File: src/rtl/dual_rail_tx.sv
// Clocked-to-delay-insensitive boundary stage: single-rail valid/ready words in,
// dual-rail tokens out (four-phase RTZ or two-phase transition), completed on a synchronised ack.
module dual_rail_tx #(
  parameter int WIDTH    = 3,
  parameter int RAIL_NUM = 2,
  parameter     ENC      = "FP",
  parameter int TIMEOUT  = 1024
) (
  input  logic                               clk,
  input  logic                               rst,
  input  logic                               in_valid,
  output logic                               in_ready,
  input  logic [WIDTH-1:0]                   in_data,
  output logic [WIDTH-1:0][RAIL_NUM-1:0]     out,
  input  logic                               ack,
  output logic                               busy,
  output logic                               timeout_err
);

  localparam bit IS_TP = (ENC == "TP");
  localparam int CW    = (TIMEOUT > 1) ? $clog2(TIMEOUT) : 1;
  localparam logic [CW-1:0] TO_LAST = CW'((TIMEOUT > 0) ? (TIMEOUT - 1) : 0);

  typedef enum logic [1:0] {
    IDLE   = 2'd0,
    DATA   = 2'd1,
    NULL_S = 2'd2
  } state_t;

  state_t                           state_q;
  logic [WIDTH-1:0][RAIL_NUM-1:0]   out_q;
  logic [1:0]                       ack_sync_q;
  logic                             phase_q;
  logic                             rdy_en_q;
  logic                             err_q;
  logic [CW-1:0]                    cnt_q;
  logic [CW-1:0]                    cnt_d;
  logic                             to_hit;
  logic                             ack_s;
  logic                             accept;

  assign ack_s = ack_sync_q[1];

  // rdy_en_q keeps in_ready low while reset is asserted, since IDLE alone would allow it
  assign in_ready    = rdy_en_q && (state_q == IDLE) && (IS_TP || !ack_s);
  assign busy        = (state_q != IDLE);
  assign out         = out_q;
  assign timeout_err = err_q;
  assign accept      = in_valid && in_ready;

  always_comb begin
    cnt_d  = (cnt_q == TO_LAST) ? cnt_q : cnt_q + 1'b1;
    to_hit = (TIMEOUT != 0) && (cnt_q == TO_LAST);
  end

  always_ff @(posedge clk or negedge rst) begin
    if (!rst) begin
      state_q    <= IDLE;
      out_q      <= '0;
      ack_sync_q <= '0;
      phase_q    <= 1'b0;
      rdy_en_q   <= 1'b0;
      err_q      <= 1'b0;
      cnt_q      <= '0;
    end else begin
      rdy_en_q   <= 1'b1;
      ack_sync_q <= {ack_sync_q[0], ack};
      case (state_q)
        IDLE: begin
          if (accept) begin
            state_q <= DATA;
            cnt_q   <= '0;
            for (int unsigned i = 0; i < WIDTH; i++) begin
              if (IS_TP) begin
                if (in_data[i]) out_q[i][1] <= ~out_q[i][1];
                else            out_q[i][0] <= ~out_q[i][0];
              end else begin
                out_q[i] <= in_data[i] ? 2'b10 : 2'b01;
              end
            end
          end
        end
        DATA: begin
          if (IS_TP && (ack_s != phase_q)) begin
            phase_q <= ~phase_q;
            state_q <= IDLE;
            cnt_q   <= '0;
          end else if (!IS_TP && ack_s) begin
            state_q <= NULL_S;
            out_q   <= '0;
            cnt_q   <= '0;
          end else begin
            cnt_q <= cnt_d;
            if (to_hit) err_q <= 1'b1;
          end
        end
        NULL_S: begin
          if (!ack_s) begin
            state_q <= IDLE;
            cnt_q   <= '0;
          end else begin
            cnt_q <= cnt_d;
            if (to_hit) err_q <= 1'b1;
          end
        end
        default: begin
          state_q <= IDLE;
          out_q   <= '0;
        end
      endcase
    end
  end

endmodule

File: config.mk
export PLATFORM = sky130hd
export DESIGN_NAME = dual_rail_tx
export DESIGN_NICKNAME = d
export VERILOG_FILES = /design/src/rtl/dual_rail_tx.sv
export SDC_FILE = /design/constraint.sdc
export NUM_CORES = 1
export LEC_CHECK = 0
export BUFFER_PORTS_ARGS = -buffer_cell sky130_fd_sc_hd__buf_2
export CAP_MARGIN = 0
export CORE_ASPECT_RATIO = 0.6
export CORE_MARGIN = 1
export CORE_UTILIZATION = 39
export DETAILED_ROUTE_END_ITERATION = 10
export PLACE_DENSITY = 0.67
export SYNTH_ARGS = -nofsm -noshare
export SYNTH_HDL_FRONTEND = slang
export SYNTH_SLANG_ARGS = --single-unit
File: constraint.sdc
create_clock -name clk -period 2.4 [get_ports clk]
set_input_delay 0.72 -clock clk [delete_from_list [all_inputs] [get_ports clk]]
set_output_delay 0.72 -clock clk [all_outputs]
set_load 0.01 [all_outputs]
==> out/results.ini <==
[sta]
min_period_over_period=0.910
fin_skew_ps=11.1
setup_ws_ps=216
drv_slew=0
rsz0062_at_grt=no
fmax_ghz=0.458
whs_ps=358
setup_tns_ps=0
fin_crit_ps=2180
worstMarginPinSlew_ps=559
slew_headroom=0.627
setup_viol=0
finalHoldViolCount=0

[cts]
cts_buffers=3
holdBufCountCts=0
post_cts_resized=0
clock_latency_ps=270
clock-root-buffer=clkbuf_8
cts.path.max_buffers=2
cts_sinks=22
cts_setup_buffers=0
cts_tree=yes
path_clk_slew_ps=80
htree_levels=1

[outcome]
outcome=finished with violations
violations=design-rule violations

[pwr]
power_density_nw_per_um2=1050
power_switching_w=0.000556
ir_worst_vdd_mv=0.517
internal_power_w=0.000895
power_frac_clock=0.242
swShare=0.383
p_leak_nw=0.617
power.share.sequential=0.337
p_comb_frac=0.421

[worst_setup_path]
cp_max_fo=8
crit_required_ps=1680
rrSetupSlack_ps=350
ff2ff_path_depth=6
cp.buffers_inverters=3
critical_path.cell_chain=inv_1 -> ha_1 -> buf_4 -> and3_1 -> buf_2
startpoint_type=register
critPathTopFamily=buffers and inverters
critPathArrivalTime_ps=1460
critical_path_class=reg -> out
cpMaxStageDelayCell=dfrtp_1
path_depth=5
r2r-end=cnt_q[4]$_DFFE_PN0P_
cp_slowest_stage_delay_ps=400
cp-end-kind=primary output
reg2reg_from=state_q[1]$_DFFE_PN0P_

[synthesis]
syn_inst=119
async_flop_share=1.00
syn_area_sq_um=1180
ys_warn_count=0
synth_fp_nets=132
synth.distinct_cells=37
ys_ff_latch=22
yosysSeqAreaShare=0.466
synth_most_common_cell=dfrtp_1
synth_area_leader_cell=dfrtp_1
synth.avg_cell_area_sq_um=9.93
synth-edff-count=0
synth_top_area_frac=0.466
synthFlopType=dfrtp_1
synth.area.top_cells=dfrtp_1, ha_1, a21oi_1
synth_top_cells_by_count=dfrtp_1, inv_1, a21oi_1

[route]
post_drt_wl_per_cell_um=14.3
drcViolationCount=2
viasPerCell=5.46
ant_nets=0
drt_iter0_markers=107
wl_mm=2.57
vias=982
dr.pass1.iters=7

[min_path]
hold_path.startpoint=ack_sync_q[0]$_DFF_PN0_
hold_path_depth=0
hp-class=reg -> reg
hold_end=ack_sync_q[1]$_DFF_PN0_

[placement]
io_buffers=15
dpl-instance-area_sq_um=1320
dp_slack_ps=209
place_congestion=0.792
dp_hpwl_mm=1.93

[floorplan]
row_count=15
num_io_pins=16
die_x_um=73.0
die-area_sq_um=3260
die_y_um=44.6
start_util=0.411
coreArea_sq_um=2870

[grt]
busiest_layer=met1
met1_usage=0.272
grt_overflow=0
first_global_vias=899
grt_antenna_before_repair=0
globalRouteMet2Util=0.246
grt_max_degree=23
met3_usage=0.0592
grt_usage=0.180
grt_pass1_wl_mm=4.31

[layout]
multiInputGateArea_sq_um=578
seq_area_sq_um=551
finalInstanceArea_sq_um=1390
final_nets=152
drive_above_1_share=0.217
post-route-util=0.483
antenna_cells=0
area_delta_synth_final_pct=17.5
fillCellCount=270

[run]
drv_cap=0

## cell families (layout without fill, tap and decap cells)
kind of cell    Yosys count  after routing  synth area share
other cells               1              1           0.00317
fa+ha+maj                 6              6            0.0636
flops                    22             22             0.466
buf+inv                  13             32            0.0445
simple gates             40             40             0.184
compound gates           31             31             0.183
mux                       6              6            0.0551
## registers in the layout, summed over array words and instances (netlist names)
signal,cells
cnt_q,10
out,6
ack_sync_q,2
state_q,2
rdy_en_q,1
timeout_err,1
## routing by layer
metal | wire length (um) | up-vias | part of all wire
li1 | - | 476 | -
met1 | 1390 | 482 | 0.54
met2 | 1090 | 22 | 0.42
met3 | 93 | 2 | 0.036
met4 | 5 | 0 | 0.0019
met5 | 0 | - | 0
## worst register-to-register path: stages, from the launching register on
cell,delay (ps)
dfrtp_1,420
inv_1,150
ha_1,190
inv_1,100
o21ai_2,490
nor2_1,260
o41ai_1,340
## placed cells by master, fill, tap and decap left out, types with 4 or more instances in the layout
| master | Yosys | final |
|---|---|---|
| o21ai_0 | 4 | 4 |
| o31ai_1 | 5 | 5 |
| a21oi_1 | 9 | 9 |
| ha_1 | 6 | 6 |
| inv_1 | 10 | 10 |
| nand3_1 | 7 | 7 |
| nor2_1 | 7 | 7 |
| buf_2 | 3 | 15 |
| nand2_1 | 8 | 8 |
| mux2_2 | 4 | 4 |
| dfrtp_1 | 22 | 22 |
## worst max-delay path by stage
| stage | startpoint | end | slack [ps] |
|---|---|---|---|
| detailed placement | in_valid | cnt_q[4]$_DFFE_PN0P_ | 210 |
| global placement | in_valid | cnt_q[4]$_DFFE_PN0P_ | 310 |
| floorplan | state_q[0]$_DFFE_PN0P_ | cnt_q[5]$_DFFE_PN0P_ | 550 |
| CTS | state_q[1]$_DFFE_PN0P_ | in_ready | 210 |
| global route | state_q[1]$_DFFE_PN0P_ | in_ready | 140 |
| finish | state_q[1]$_DFFE_PN0P_ | in_ready | 220 |
## metrics by stage
stage / instances / total power [W]
2_1_floorplan: 119 / 0.000914
3_3_place_gp: 176 / 0.00108
3_5_place_dp: 176 / 0.00110
4_1_cts: 180 / 0.00146
5_1_grt: 180 / 0.00157
6_report: 180 / 0.00145
## power groups by stage
stage	Combinational (W)	Sequential, W	Clock, W
after floorplan	0.000412	0.000502	0
after global placement	0.000591	0.000492	0
after detailed placement	0.000610	0.000494	0
after CTS	0.000613	0.000488	0.000363
after global routing	0.000690	0.000500	0.000376
final	0.000611	0.000488	0.000352
## layout make-up
type	count	share of cell area
clock buffer	3	0.0298
clock inverter	1	0.0216
inverter	10	0.0271
multi-input combinational	84	0.417
sequential	22	0.397
tap	42	0.0379
timing repair buffer	18	0.0703
Power figures use the tool's default switching activity.
